[config.mk]
export PLATFORM = sky130hd
export DESIGN_NAME = ps2_rx
export DESIGN_NICKNAME = d
export VERILOG_FILES = /design/src/rtl/ps2_rx.sv
export SDC_FILE = /design/constraint.sdc
export NUM_CORES = 1
export LEC_CHECK = 0
export CAP_MARGIN = 10
export CORE_ASPECT_RATIO = 1.25
export CORE_MARGIN = 4
export CORE_UTILIZATION = 57
export DETAILED_ROUTE_END_ITERATION = 12
export PLACE_DENSITY = 0.78
export RECOVER_POWER = 25
export SLEW_MARGIN = 20
export SYNTH_ARGS = -nofsm -noshare
export SYNTH_HDL_FRONTEND = slang
export SYNTH_SLANG_ARGS = --single-unit
[constraint.sdc]
create_clock -name clk -period 3.4 [get_ports clk]
set_input_delay 0.51 -clock clk [delete_from_list [all_inputs] [get_ports clk]]
set_output_delay 0.51 -clock clk [all_outputs]
set_load 0.02 [all_outputs]
[src/rtl/ps2_rx.sv]
// ps2_rx: PS/2 keyboard receiver (device-to-host direction only).
//
// Conditions the raw PS/2 clock and data lines, frames 11-bit PS/2 words
// (start, 8 data bits LSB first, odd parity, stop) and delivers one scan code
// per good frame to the downstream note decoder. Bad frames are dropped and
// reported with a single-cycle error pulse. The keycode output never changes
// because of an error frame.
//
// Ports:
//   clk            system clock, all logic on the rising edge
//   rst            synchronous, active-high reset
//   ps2_clk        raw PS/2 clock (asynchronous, open-collector, idles high)
//   ps2_data       raw PS/2 data  (asynchronous, idles high)
//   keycode        last correctly received scan code, held until the next good frame
//   keycode_valid  one-cycle pulse in the cycle keycode updates
//   parity_err     one-cycle pulse: frame with even parity, byte discarded
//   frame_err      one-cycle pulse: bad start/stop bit or mid-frame timeout
module ps2_rx #(
    parameter int unsigned FILTER_LEN     = 8,
    parameter int unsigned TIMEOUT_CYCLES = 100000
) (
    input  logic       clk,
    input  logic       rst,
    input  logic       ps2_clk,
    input  logic       ps2_data,
    output logic [7:0] keycode,
    output logic       keycode_valid,
    output logic       parity_err,
    output logic       frame_err
);

    localparam int unsigned TW = $clog2(TIMEOUT_CYCLES + 1);

    typedef enum logic [1:0] {
        IDLE   = 2'd0,
        DATA   = 2'd1,
        PARITY = 2'd2,
        STOP   = 2'd3
    } state_t;

    // Odd parity holds when the 8 data bits plus the parity bit carry an odd
    // number of ones.
    function automatic logic odd_parity_ok(input logic [7:0] data, input logic par);
        return ^{data, par};
    endfunction

    // Synchronisers and filter state.
    logic          clk_sync1_q;
    logic          clk_sync2_q;
    logic          data_sync1_q;
    logic          data_sync2_q;
    logic [7:0]    filt_cnt_q;
    logic [7:0]    filt_cnt_d;
    logic          clk_f_q;
    logic          clk_f_d;
    logic          clk_f_prev_q;
    logic          fall_s;

    // Frame state.
    state_t        state_q;
    state_t        state_d;
    logic [2:0]    bit_cnt_q;
    logic [2:0]    bit_cnt_d;
    logic [7:0]    shift_q;
    logic [7:0]    shift_d;
    logic          parity_q;
    logic          parity_d;
    logic [TW-1:0] timeout_q;
    logic [TW-1:0] timeout_d;
    logic          timeout_hit_s;

    // Registered outputs.
    logic [7:0]    keycode_q;
    logic [7:0]    keycode_d;
    logic          keycode_valid_q;
    logic          keycode_valid_d;
    logic          parity_err_q;
    logic          parity_err_d;
    logic          frame_err_q;
    logic          frame_err_d;

    // Two-flop synchronisers for both PS/2 lines; idle-high reset values.
    always_ff @(posedge clk) begin
        if (rst) begin
            clk_sync1_q  <= 1'b1;
            clk_sync2_q  <= 1'b1;
            data_sync1_q <= 1'b1;
            data_sync2_q <= 1'b1;
        end else begin
            clk_sync1_q  <= ps2_clk;
            clk_sync2_q  <= clk_sync1_q;
            data_sync1_q <= ps2_data;
            data_sync2_q <= data_sync1_q;
        end
    end

    // Glitch filter: the filtered clock follows the synchronised clock only
    // once the new level has persisted for FILTER_LEN consecutive cycles.
    // Any return to the current filtered level restarts the count.
    always_comb begin
        filt_cnt_d = filt_cnt_q;
        clk_f_d    = clk_f_q;
        if (clk_sync2_q == clk_f_q) begin
            filt_cnt_d = 8'd0;
        end else if (filt_cnt_q == 8'(FILTER_LEN - 1)) begin
            filt_cnt_d = 8'd0;
            clk_f_d    = clk_sync2_q;
        end else begin
            filt_cnt_d = filt_cnt_q + 8'd1;
        end
    end

    // Filter registers and the previous filtered level for edge detection.
    always_ff @(posedge clk) begin
        if (rst) begin
            filt_cnt_q   <= 8'd0;
            clk_f_q      <= 1'b1;
            clk_f_prev_q <= 1'b1;
        end else begin
            filt_cnt_q   <= filt_cnt_d;
            clk_f_q      <= clk_f_d;
            clk_f_prev_q <= clk_f_q;
        end
    end

    assign fall_s = clk_f_prev_q & ~clk_f_q;

    // Timeout fires when the counter is about to reach TIMEOUT_CYCLES, so the
    // error pulse lands exactly TIMEOUT_CYCLES clocks after the last fall.
    assign timeout_hit_s = (state_q != IDLE) && (timeout_q == TW'(TIMEOUT_CYCLES - 1));

    // Frame FSM next-state, timeout counter and output pulse logic.
    always_comb begin
        state_d         = state_q;
        bit_cnt_d       = bit_cnt_q;
        shift_d         = shift_q;
        parity_d        = parity_q;
        keycode_d       = keycode_q;
        keycode_valid_d = 1'b0;
        parity_err_d    = 1'b0;
        frame_err_d     = 1'b0;

        if (state_q == IDLE) begin
            timeout_d = '0;
        end else if (fall_s) begin
            timeout_d = '0;
        end else begin
            timeout_d = timeout_q + TW'(1);
        end

        // A timeout in the same cycle as a fall takes precedence; the edge is lost.
        if (timeout_hit_s) begin
            state_d     = IDLE;
            bit_cnt_d   = 3'd0;
            timeout_d   = '0;
            frame_err_d = 1'b1;
        end else if (fall_s) begin
            case (state_q)
                IDLE: begin
                    if (!data_sync2_q) begin
                        state_d   = DATA;
                        bit_cnt_d = 3'd0;
                    end else begin
                        frame_err_d = 1'b1;
                    end
                end
                DATA: begin
                    shift_d = {data_sync2_q, shift_q[7:1]};
                    if (bit_cnt_q == 3'd7) begin
                        state_d   = PARITY;
                        bit_cnt_d = 3'd0;
                    end else begin
                        bit_cnt_d = bit_cnt_q + 3'd1;
                    end
                end
                PARITY: begin
                    parity_d = data_sync2_q;
                    state_d  = STOP;
                end
                STOP: begin
                    state_d = IDLE;
                    if (!data_sync2_q) begin
                        frame_err_d = 1'b1;
                    end else if (!odd_parity_ok(shift_q, parity_q)) begin
                        parity_err_d = 1'b1;
                    end else begin
                        keycode_d       = shift_q;
                        keycode_valid_d = 1'b1;
                    end
                end
                default: begin
                    state_d   = IDLE;
                    bit_cnt_d = 3'd0;
                end
            endcase
        end else begin
            state_d = state_q;
        end
    end

    // Frame state and registered outputs.
    always_ff @(posedge clk) begin
        if (rst) begin
            state_q         <= IDLE;
            bit_cnt_q       <= 3'd0;
            shift_q         <= 8'd0;
            parity_q        <= 1'b0;
            timeout_q       <= '0;
            keycode_q       <= 8'h00;
            keycode_valid_q <= 1'b0;
            parity_err_q    <= 1'b0;
            frame_err_q     <= 1'b0;
        end else begin
            state_q         <= state_d;
            bit_cnt_q       <= bit_cnt_d;
            shift_q         <= shift_d;
            parity_q        <= parity_d;
            timeout_q       <= timeout_d;
            keycode_q       <= keycode_d;
            keycode_valid_q <= keycode_valid_d;
            parity_err_q    <= parity_err_d;
            frame_err_q     <= frame_err_d;
        end
    end

    assign keycode       = keycode_q;
    assign keycode_valid = keycode_valid_q;
    assign parity_err    = parity_err_q;
    assign frame_err     = frame_err_q;

endmodule

* After elaboration in Yosys (flattened, before gate mapping)
Cells that the tools add are included.
Operators by class: bitwise operators 7, reductions and logical operators 15, muxes and demuxes 13, equality and inequality tests 9, add/subtract/negate cells 3
Operators with widths (number):
- $add A17 B1 Y17 const B | 1
- $eq A17 B17 Y1 const B | 1
- $reduce_and A3 Y1 | 4
- $reduce_xor A9 Y1 | 1
- $add A8 B1 Y8 const B | 1
- $eq A8 B3 Y1 const B | 1
- $pmux W2 S4 | 1
- $mux W1 | 6
- $mux W3 | 2
- $not A1 Y1 | 6
- $pmux W3 S2 | 1
- $reduce_and A5 Y1 | 1
- $reduce_or A5 Y1 | 1
- $eq A2 B2 Y1 const B | 2
- $mux W2 | 2
- $ne A2 B2 Y1 const B | 2
- $reduce_bool A2 Y1 | 2
- $reduce_or A4 Y1 | 1
- $add A3 B1 Y3 const B | 1
- $eq A3 B3 Y1 const B | 1
- $reduce_or A3 Y1 | 1
- $eq A2 B1 Y1 const B | 1
- $logic_not A2 Y1 | 1
- $pmux W1 S2 | 1
- other kinds (5) | 5
Word-level totals: input port bits 4, logic and storage cells 63, register bits after elaboration 56, output and inout port bits 11

* Logic depth before layout (Yosys ltp)
Gate-level depths: netlist of run 1.
depth in word-level cells 4, gate-level depth with buffers 8, gate-level depth less buffers 7

* Worst setup path after synthesis of run 1
OpenSTA, ideal clock, no wires.
kind reg2reg, start point reg timeout_q[0], end point reg shift_q[0], path slack 1574 ps, data arrival time 1698 ps, period minus slack after synthesis 1826 ps, stages on the path, launching flop included 7, setup time 128 ps, cells stage by stage dfxtp_1 > ha_1 > and4_1 > nand4_1 > o211ai_2 > mux2i_1 > nor2_1
On the way: longest elaborated chain between the ends 4
RTL lines:
- from (decl) | line 68 | logic [TW-1:0] timeout_q;
- from (signal assigned) | line 218 | timeout_q <= timeout_d;
- $eq A17 B17 Y1 | line 130 | assign timeout_hit_s = (state_q != IDLE) && (timeout_q == TW'(TIMEOUT_CYCLES - 1));
- $logic_and A1 B1 Y1 | line 130
- $not A1 Y1 (no source line)
- $reduce_and A3 Y1 (no source line)
- to (signal assigned) | line 216 | shift_q <= shift_d;
- to (decl) | line 64 | logic [7:0] shift_q;
No other way between the ends. A chain may end at the register's enable or synchronous reset.

* Worst setup path after layout of run 1
start point reg timeout_q[15], end point reg keycode_q[3], in the netlist keycode[3]
On the way: longest elaborated chain between the ends 4
RTL lines:
- $eq A17 B17 Y1 | line 130
- $logic_and A1 B1 Y1 | line 130
- $not A1 Y1 (no source line)
- $reduce_and A5 Y1 (no source line)
- to (signal assigned) | line 219 | keycode_q <= keycode_d;
- to (decl) | line 73 | logic [7:0] keycode_q;
No other way between the ends.

==> key figures, run 1 <==
Pwr
  – Switching Fraction: 21.6%
  – Power per unit of standard cell area: 395 nW/um^2
  – Combinational share of power: 1.9%
  – Power share of the clock group: 35.9%
  – Net switching power of the design: 230 uW
  – Static leakage: 0.000982 uW
  – P_int: 834 uW
  – Maximum resistive drop on vdd: 242 uV
  – Sequential fraction of design power: 62.2%

GRT
  – Wire length of the first global-routing pass: 7.40 mm
  – Largest net degree at the start of global routing: 20
  – Number of global-route vias before repair: 1730
  – Number of antenna violations at the first check in global routing: 0
  – Overall fraction of global-route tracks in use: 17.6%
  – Overflow after GRT: 0

Placement
  – Detailed placement HPWL: 3.01 mm
  – Quantity of I/O buffers inserted on ports: 14
  – Routability-driven placement congestion ratio: 0.872

Status
  – Outcome: finished, final reports clean

Logic synthesis
  – Number of warnings issued by yosys: 0
  – Flip-flop and latch count after synthesis: 56
  – Number of nets produced by synthesis: 277
  – Synthesized instance count: 264
  – Cell type with the highest aggregate area in the netlist: sky130_fd_sc_hd__dfxtp_1
  – Proportion of netlist area held by the largest area contributor: 46.3%
  – Prevailing post-synth register cell: sky130_fd_sc_hd__dfxtp_1
  – Synth Area per Inst: 9.18 um^2
  – Mapped cell area: 2420 um^2
  – Distinct cell type count after synthesis: 40
  – Fraction of synthesis flops using an asynchronous set or reset pin: 0%
  – Biggest area contributors in the synthesized netlist: sky130_fd_sc_hd__dfxtp_1 (46%), sky130_fd_sc_hd__nor2_1 (5.7%), sky130_fd_sc_hd__xor2_1 (5.4%)
  – Share of the yosys chip area belonging to registers: 46.3%
  – Number of enable-type register cells in the synthesized netlist: 0

Clocking
  – Buffer levels on the longest clock path: 2
  – Number of buffers inserted by post-CTS setup repair: 0
  – Clock buffer count from CTS: 5
  – Number of sinks driven by the clock tree: 56
  – CTS HTree Levels: 2
  – Clk_lat worst skew: 0.31 ns
  – CTS tree: built
  – Clock Tree Root: sky130_fd_sc_hd__clkbuf_8
  – Clock-pin slew on the worst setup and hold paths: 0.11 ns
  – Number of buffers inserted by hold repair at cts: 0
  – Gates resized, CTS repair: 0

Job
  – Number of max-capacitance violations reported: 0

Setup path
  – Startpoint kind of the worst setup timing path: register
  – Class of the most critical setup path: register to register
  – Crit path arrival time: 2.58 ns
  – Length in cells of the worst reg-to-reg path: 5
  – Required time at the endpoint of the critical path: 3.63 ns
  – Worst-path fanout max: 15
  – Worst Setup End Kind: register

Finish
  – Count of fill cells added during filler insertion: 362
  – Number of diodes: 0
  – Nets: 289
  – Fraction of final layout cells with drive strength greater than 1: 7.94%
  – Combined flip-flop and latch cell area: 1120 um^2
  – Area growth from synthesis to final layout: 11.0%
  – Multi-input gate area: 1210 um^2

STA
  – Max Transition Viols Final: 0
  – Setup repair after global routing missed its margin: false
  – Worst-case clock skew: 0.0154 ns
  – Slew at the pin closest to its max-slew limit: 0.852 ns
  – Clock period minus worst slack: 2.35 ns
  – Tightest slew margin relative to the limit: 43.1%
  – Final period utilization: 69.1%
  – TNS Setup: 0 ns
  – Final Hold Violating Endpoints: 0
  – WHS: 0.423 ns
  – Final setup violation count: 0
  – Maximum clock rate: 426 MHz

Floorplan
  – Area enclosed by the die boundary: 5370 um^2
  – Horizontal die dimension: 66.3 um
  – Effective utilization at floorplan: 59.1%
  – Die height: 80.9 um
  – Placement row count: 26
  – Number of top-level design ports: 15
  – Core footprint: 4100 um^2

Drt
  – Total wire length: 4.20 mm
  – Detailed-route via count: 1750
  – Final routed wire length divided by cell count: 12.6 um
  – First-pass detailed-route iteration total: 4
  – Detailed router's first-iteration violation count: 116
  – # DRC: 0
  – Number of nets with antenna violations after detailed routing: 0
  – Vias per cell: 5.26

Min path
  – Hold Path Stages: 1
  – Min-Delay Path Class: register to register
==> metal layers <==
layer	vias up	routed length [um]	GRT usage, %	part of all wire [%]
met5	-	0	0	0
met4	0	69	6.10	1.6
met3	7	125	4.56	3.0
met2	24	2100	31.1	50
met1	804	1910	20.5	45
li1	915	-	-	-
==> worst max-delay path, stage by stage, from the launching register on <==
cell and delay [ns]:
sky130_fd_sc_hd__dfxtp_1 0.37, sky130_fd_sc_hd__nor4bb_1 0.40, sky130_fd_sc_hd__nand4_1 0.32, sky130_fd_sc_hd__o21bai_1 0.76, sky130_fd_sc_hd__o21ai_0 0.24, sky130_fd_sc_hd__a21oi_1 0.18
==> kinds of logic after synthesis <==
family,share of synthesized area (%)
xor gates and xnor gates,10.7
AOI/OAI and AO/OA,8.11
and+or+nand+nor,22.5
buffers and inverters,3.72
muxes,4.13
DFF,46.3
adders and majority gates,4.65
==> synthesized netlist by cell type, types with 2 or more instances <==
library cell	number
sky130_fd_sc_hd__nand2_1	12
sky130_fd_sc_hd__o21ai_0	14
sky130_fd_sc_hd__or3_2	4
sky130_fd_sc_hd__xor2_1	15
sky130_fd_sc_hd__or3_1	7
sky130_fd_sc_hd__dfxtp_1	56
sky130_fd_sc_hd__clkbuf_1	8
sky130_fd_sc_hd__ha_1	9
sky130_fd_sc_hd__nor3_1	7
sky130_fd_sc_hd__nor2_1	37
sky130_fd_sc_hd__inv_1	12
sky130_fd_sc_hd__nor4bb_1	2
sky130_fd_sc_hd__or2_2	8
sky130_fd_sc_hd__nand4_1	5
sky130_fd_sc_hd__xnor2_1	10
sky130_fd_sc_hd__nor2b_1	2
sky130_fd_sc_hd__nand3_1	10
sky130_fd_sc_hd__and3_1	4
sky130_fd_sc_hd__mux2i_1	10
sky130_fd_sc_hd__a21oi_1	12
==> power groups by stage <==
stage | registers (uW) | clock network (uW) | logic (uW)
after global placement | 677 | 0 | 20.9
after CTS | 662 | 392 | 21.3
after detailed placement | 677 | 0 | 21.4
after floorplan | 678 | 0 | 10.9
final | 662 | 382 | 20.2
after global routing | 662 | 417 | 21.9
==> final cells by class <==
cell class,instances,area share (%)
tap,56,2.60
timing repair buffer,15,5.35
clock inverter,2,0.558
multi-input combinational,186,45.1
clock buffer,6,3.07
inverter,12,1.67
sequential,56,41.7
==> path summary, 6_finish.rpt <==
path                 start          end  slack (ns)
min            clk_sync1_q  clk_sync2_q        0.42
max          timeout_q[15]   keycode[3]        1.05
min reg2reg    clk_sync1_q  clk_sync2_q        0.42
max reg2reg  timeout_q[15]   keycode[3]        1.05
==> flip-flops by register name, summed over array words and instances (netlist names) <==
name,cells
shift_q,8
data_sync2_q,1
clk_sync1_q,1
clk_f_q,1
keycode_valid,1
parity_err,1
clk_f_prev_q,1
parity_q,1
frame_err,1
bit_cnt_q,3
filt_cnt_q,8
timeout_q,17
state_q,2
data_sync1_q,1
clk_sync2_q,1
keycode,8
==> layout by cell type, fill, tap and decap left out, types with 2 or more instances in the layout <==
| cell type | n |
|---|---|
| sky130_fd_sc_hd__a21oi_1 | 12 |
| sky130_fd_sc_hd__and3_1 | 4 |
| sky130_fd_sc_hd__clkbuf_8 | 6 |
| sky130_fd_sc_hd__clkdlybuf4s50_1 | 13 |
| sky130_fd_sc_hd__clkinvlp_4 | 2 |
| sky130_fd_sc_hd__dfxtp_1 | 56 |
| sky130_fd_sc_hd__ha_1 | 9 |
| sky130_fd_sc_hd__inv_1 | 12 |
| sky130_fd_sc_hd__mux2i_1 | 10 |
| sky130_fd_sc_hd__nand2_1 | 12 |
| sky130_fd_sc_hd__nand3_1 | 10 |
| sky130_fd_sc_hd__nand4_1 | 5 |
| sky130_fd_sc_hd__nor2_1 | 37 |
| sky130_fd_sc_hd__nor2b_1 | 2 |
| sky130_fd_sc_hd__nor3_1 | 7 |
| sky130_fd_sc_hd__nor4bb_1 | 2 |
| sky130_fd_sc_hd__o21ai_0 | 14 |
| sky130_fd_sc_hd__or2_2 | 7 |
| sky130_fd_sc_hd__or3_1 | 7 |
| sky130_fd_sc_hd__or3_2 | 4 |
| sky130_fd_sc_hd__xnor2_1 | 10 |
| sky130_fd_sc_hd__xor2_1 | 15 |
==> per-stage QoR <==
stage	util (%)	cell area [um^2]	std cells	power (uW)	setup WS, ns
global placement	63.3	2600	325	698	1.21
detailed placement	63.3	2600	325	698	1.09
finish	65.6	2690	333	1060	1.05
global route	65.6	2690	333	1100	0.792
CTS	65.7	2690	333	1080	1.08
floorplan	-	2420	264	689	1.57
(Power assumes the default switching activity.)
==> run 2: changes to the inputs <==
==> constraint.sdc (replaced) <==
create_clock -name clk -period 2.44 [get_ports clk]
set_input_delay 0.366 -clock clk [delete_from_list [all_inputs] [get_ports clk]]
set_output_delay 0.366 -clock clk [all_outputs]
set_load 0.02 [all_outputs]
==> run 2 against run 1 <==
Sequential share of layout area up 0.078 points. Die area unchanged. Register-to-register slack worse by 0.72 ns. Cell area down 0.19%. Worst setup slack worse by 0.72 ns. Core utilization down 0.12 points. Wire length down 5.7%. Global-route usage down 0.56 points. Via count up 1.6%. Fmax up 12%. Flip-flop and latch count unchanged. Critical endpoint is now shift_q[0]. Largest power group unchanged.
==> key figures, run 2 (synthesis results as in run 1) <==
STA
  – Max Transition Viols Final: 0 (unchanged)
  – Maximum clock rate: 475 MHz (+12%)
  – Clock period minus worst slack: 2.11 ns (-0.244 ns)
  – Final period utilization: 86.3% (+17 points)
  – TNS Setup: 0 ns (unchanged)
  – Tightest slew margin relative to the limit: 47.4% (+4.3 points)
  – Final Hold Violating Endpoints: 0 (unchanged)
  – Worst-case clock skew: 0.00599 ns (-0.00937 ns)
  – Slew at the pin closest to its max-slew limit: 0.789 ns (-0.0629 ns)
  – Setup repair after global routing missed its margin: false
  – Final setup violation count: 0 (unchanged)

Clocking
  – Clock-pin slew on the worst setup and hold paths: 0.09 ns (-0.02 ns)
  – Clock Tree Root: sky130_fd_sc_hd__clkbuf_8
  – Buffer levels on the longest clock path: 2 (unchanged)
  – Clock buffer count from CTS: 5 (unchanged)
  – CTS tree: built
  – Number of buffers inserted by hold repair at cts: 0 (unchanged)
  – Gates resized, CTS repair: 0 (unchanged)
  – CTS HTree Levels: 2 (unchanged)
  – Number of buffers inserted by post-CTS setup repair: 0 (unchanged)
  – Clk_lat worst skew: 0.30 ns (about the same)
  – Number of sinks driven by the clock tree: 56 (unchanged)

Floorplan
  – Placement row count: 26 (unchanged)
  – Area enclosed by the die boundary: 5370 um^2 (unchanged)
  – Core footprint: 4100 um^2 (unchanged)
  – Effective utilization at floorplan: 59.1% (unchanged)
  – Horizontal die dimension: 66.3 um (unchanged)
  – Die height: 80.9 um (unchanged)
  – Number of top-level design ports: 15 (unchanged)

Finish
  – Multi-input gate area: 1210 um^2 (unchanged)
  – Number of diodes: 0 (unchanged)
  – Non-filler instance count after layout: 334 (+0.30%)
  – Fraction of final layout cells with drive strength greater than 1: 8.27% (+0.33 points)
  – Combined flip-flop and latch cell area: 1120 um^2 (unchanged)
  – Biggest register: timeout_q
  – Area growth from synthesis to final layout: 10.8%
  – Nets: 291 (+0.69%)
  – Commonest cells after routing, fill and taps aside: sky130_fd_sc_hd__dfxtp_1 (56), sky130_fd_sc_hd__nor2_1 (37), sky130_fd_sc_hd__xor2_1 (15), sky130_fd_sc_hd__o21ai_0 (14)
  – Core Util, Final: 65.5% (-0.12 points)
  – Count of fill cells added during filler insertion: 369 (+1.9%)
  – Total non-filler cell area in the finished layout: 2690 um^2 (-0.19%)
  – Number of flip-flops in the largest register: 17 (unchanged)
  – Commonest non-fill, non-tap cell in the layout: sky130_fd_sc_hd__dfxtp_1

GRT
  – Met1 Track Usage GR: 19.8% (-0.66 points)
  – Met3 GRT Util: 3.87% (-0.69 points)
  – Met2 usage: 30.3% (-0.79 points)
  – Overall fraction of global-route tracks in use: 17.1% (-0.56 points)
  – Overflow after GRT: 0 (unchanged)
  – Number of antenna violations at the first check in global routing: 0 (unchanged)
  – Number of global-route vias before repair: 1740 (+0.58%)
  – Most congested layer reported by global routing: met2
  – Wire length of the first global-routing pass: 7.23 mm (-2.2%)
  – Largest net degree at the start of global routing: 21 (+5.0%)

Drt
  – Detailed router's first-iteration violation count: 120 (+3.4%)
  – Total wire length: 3.96 mm (-5.7%)
  – Final routed wire length divided by cell count: 11.9 um (-6.0%)
  – Vias per cell: 5.32 (+1.3%)
  – Detailed-route via count: 1778 (+1.6%)
  – First-pass detailed-route iteration total: 4 (unchanged)
  – # DRC: 0 (unchanged)
  – Number of nets with antenna violations after detailed routing: 0 (unchanged)

Placement
  – Placed Cells incl. Taps: 327 (+0.62%)
  – Routability-driven placement congestion ratio: 0.768 (-12%)
  – Dpl cell area: 2610 um^2 (+0.58%)
  – Detailed placement HPWL: 2.86 mm (-5.0%)
  – Quantity of I/O buffers inserted on ports: 14 (unchanged)

Pwr
  – Tot Pwr: 1410 uW (+33%)
  – Power per unit of standard cell area: 526 nW/um^2 (+33%)
  – Maximum resistive drop on vdd: 349 uV (+44%)
  – Static leakage: 0.000997 uW (+1.5%)

Setup path
  – Crit path arrival time: 2.27 ns (-0.31 ns)
  – Origin of the critical flop-to-flop path: timeout_q[0]
  – Reg2Reg Capture Point: shift_q[0]
  – Setup slack of the most critical reg-to-reg path: 0.33 ns (-0.72 ns)
  – Class of the most critical setup path: register to register
  – Required time at the endpoint of the critical path: 2.60 ns (-1.03 ns)
  – Worst-path fanout max: 8 (-7)
  – Startpoint kind of the worst setup timing path: register
  – Length in cells of the worst reg-to-reg path: 6 (+1)
  – Worst Setup End Kind: register

Job
  – Number of max-capacitance violations reported: 0 (unchanged)

Min path
  – End point of the most critical hold path: data_sync2_q
  – Hold Path Stages: 1 (unchanged)
  – Launch point of the worst hold path: data_sync1_q
  – Min-Delay Path Class: register to register

Status
  – Outcome: finished, final reports clean
-- run 2: cell count changes in the layout (fill, tap and decap cells not counted), sizes merged --
cell           before  now
dlygate4sd3         1    3
clkdlybuf4s50      13   11
clkinv              0    1
clkinvlp            2    0
buf                 0    2
-- run 2: how the worst max path moves through the flow --
| stage | from | depth (start not counted) | to | slack, ns |
|---|---|---|---|---|
| 6_report | timeout_q[0] | 6 | shift_q[0] | 0.33 |
| 3_5_place_dp | timeout_q[0] | 6 | shift_q[3] | 0.37 |
| 3_3_place_gp | timeout_q[0] | 6 | shift_q[3] | 0.45 |
| 2_1_floorplan | timeout_q[0] | 6 | shift_q[0] | 0.61 |
| 5_1_grt | timeout_q[0] | 6 | shift_q[7] | 0.11 |
| 4_1_cts | timeout_q[0] | 6 | shift_q[0] | 0.36 |
-- run 2: per-stage QoR --
step	setup slack (ns)	hold slack, ns
2_1_floorplan	0.614	0.389
3_3_place_gp	0.450	0.392
3_5_place_dp	0.370	0.400
4_1_cts	0.357	0.421
5_1_grt	0.112	0.433
6_report	0.335	0.416
-- run 2: power by group --
part / switching, uW / leakage (uW) / internal, uW
Clock: 266 / 0.0000410 / 196
Combinational: 15.2 / 0.000504 / 12.5
Sequential: 3.47 / 0.000452 / 918
Total: 285 / 0.000997 / 1130
-- run 2: final cells by class --
cell class / count / area share (%)
clock buffers: 6 / 2.70
clock inverters: 1 / 0.186
inverters: 12 / 1.68
multi-input cells: 186 / 45.2
flip-flops and latches: 56 / 41.8
well taps: 56 / 2.61
repair buffers: 17 / 5.92
-- run 2: per-layer routing --
| metal | part of all wire (%) | wire length [um] |
|---|---|---|
| met4 | 1.6 | 63 |
| met5 | 0 | 0 |
| met1 | 45 | 1780 |
| met2 | 51 | 2030 |
| met3 | 2.2 | 88 |
-- run 2: worst max-delay path, cell delays in order, from the launching register on --
cell                       delay (ns)
sky130_fd_sc_hd__dfxtp_1         0.38
sky130_fd_sc_hd__ha_1            0.23
sky130_fd_sc_hd__and4_1          0.26
sky130_fd_sc_hd__nand4_1         0.23
sky130_fd_sc_hd__o211ai_2        0.55
sky130_fd_sc_hd__mux2i_1         0.26
sky130_fd_sc_hd__nor2_1          0.05
==> run 3: changes to the inputs <==
--- a/config.mk
+++ b/config.mk
@@ -9,10 +9,10 @@
 export CORE_ASPECT_RATIO = 1.25
 export CORE_MARGIN = 4
 export CORE_UTILIZATION = 57
+export CTS_CLUSTER_SIZE = 24
 export DETAILED_ROUTE_END_ITERATION = 12
 export PLACE_DENSITY = 0.78
 export RECOVER_POWER = 25
-export SLEW_MARGIN = 20
 export SYNTH_ARGS = -nofsm -noshare
 export SYNTH_HDL_FRONTEND = slang
 export SYNTH_SLANG_ARGS = --single-unit
==> results of run 3 <==
Final layout, timing and power as in run 2 (identical DEF).
==> RTL edit: new RTL, config.mk and constraints of run 3 <==
Encoding of `state_t`: now Gray code (2 bits for 4 states).
--- a/src/rtl/ps2_rx.sv
+++ b/src/rtl/ps2_rx.sv
@@ -34,6 +34,6 @@
     typedef enum logic [1:0] {
-        IDLE   = 2'd0,
-        DATA   = 2'd1,
-        PARITY = 2'd2,
-        STOP   = 2'd3
+        IDLE   = 2'b00,
+        DATA   = 2'b01,
+        PARITY = 2'b11,
+        STOP   = 2'b10
     } state_t;
Function: no difference found for any inputs over 10 cycles, from zero or initial values and one cycle with rst high; not proved beyond that.
==> RTL edit against run 3 <==
  * Sequential cell count unchanged
  * Hold slack hardly changed
  * Via count shrank 4.7%
  * Design area decreased by 2.3%
  * Die area down 2.0%
  * Routed wire length decreased by 3.7%
  * Sequential power is essentially flat
  * Area after synthesis shrank 2.3%
  * Setup slack improved by 0.060 ns
  * Count of clock-buffer cells in the layout unchanged
  * Non-clock buffer count down 1
  * Total power increased by 9.0%
  * Final cell count shrank 2.7%
  * Largest power group unchanged
  * Highest routed layer unchanged
==> RTL edit: results (changes against run 3) <==
- Final GP Congestion: 0.808 (+5.2%)
- Placed Instances: 317 (-3.1%)
- Hpwl dp: 2.67 mm (-6.9%)
- Register area share after synthesis: 47.3% (+1.1 points)
- Syn avg cell area: 9.25 um2 (+0.78%)
- Vias: 1694 (-4.7%)
- Post-Route M1 WL: 1.67 mm (-5.8%)
- Nets: 278 (-4.5%)
- Final WL: 3.82 mm (-3.7%)
- Synthesized net count: 264 (-4.7%)
- Fin Clk Skew: 0.00745 ns (+0.00146 ns)
- Maximum VDD drop: 0.415 mV (+19%)
- Netlist cell types: 39 (-2.5%)
- First-pass GRT wire length: 6.86 mm (-5.2%)
- Crit path max fanout: 28 (+20)
- Fraction of layout cells with a size suffix above 1: 7.38% (-0.89 points)
- 1st-iter DRT viols: 146 (+22%)
- Arrival @ worst endpoint: 2.25 ns (-0.02 ns)
- Wire length on met3: 132 um (+50%)
- Leading cell types by count after synthesis: 56 x dfxtp_1, 42 x nor2_1, 15 x xor2_1
- Routed wl met2: 1.93 mm (-5.3%)
- Worst slew pin tran: 1.10 ns (+0.313 ns)
- Pleak: 0.964 nW (-3.3%)
- Status: complete, no violations
- Pin count of the biggest net entering global routing: 29 (+38%)
RTL edit: layout make-up:
type	instances	share of cell area (%)
clock buffers	6	2.77
clock inverters	2	1.34
inverters	13	1.86
multi-input cells	178	43.0
flip-flops and latches	56	42.7
well taps	54	2.58
repair buffers	16	5.77
RTL edit: worst paths after layout:
kind	from	to	cells past startpoint	slack, ns
worst max register to register	timeout_q[0]	shift_q[4]	6	0.41
worst max-delay path	rst	filt_cnt_q[6]	5	0.39
worst min-delay path	clk_sync1_q	clk_sync2_q	1	0.42
worst min register to register	clk_sync1_q	clk_sync2_q	1	0.42
RTL edit: power by group:
group          switching (mW)  internal [mW]
clock network           0.284          0.305
logic                  0.0156         0.0126
registers             0.00319          0.919
RTL edit: cells by family (layout without fill, tap and decap cells):
group,Yosys count,after routing,share of synthesized area (%)
adder cells (fa/ha/maj),4,4,2.11
XOR/XNOR,30,30,12.0
buffers and inverters,22,37,5.07
AO/OA/AOI/OAI,27,27,6.29
AND/OR/NAND/NOR,108,108,23.3
multiplexers,9,9,3.80
flip-flops,56,56,47.3
RTL edit: worst max-delay path, cell delays in order:
cell,delay (ns)
dlygate4sd3_1,0.55
clkbuf_1,0.82
nand2b_1,0.25
or2_2,0.19
nor2_1,0.06
RTL edit: through the flow:
stage               worst slack, ns  instance area (um2)  util [%]
finish                        0.395                 2620      67.1
global route                  0.279                 2620      67.1
CTS                           0.446                 2630      67.2
detailed placement            0.464                 2520      64.4
global placement              0.504                 2520      64.4
floorplan                     0.681                 2370         -
RTL edit: per-layer routing:
metal,vias up,global-route usage [%]
met1,777,18.6
met4,0,8.30
met3,9,2.94
met2,25,28.9
li1,883,-
met5,-,0
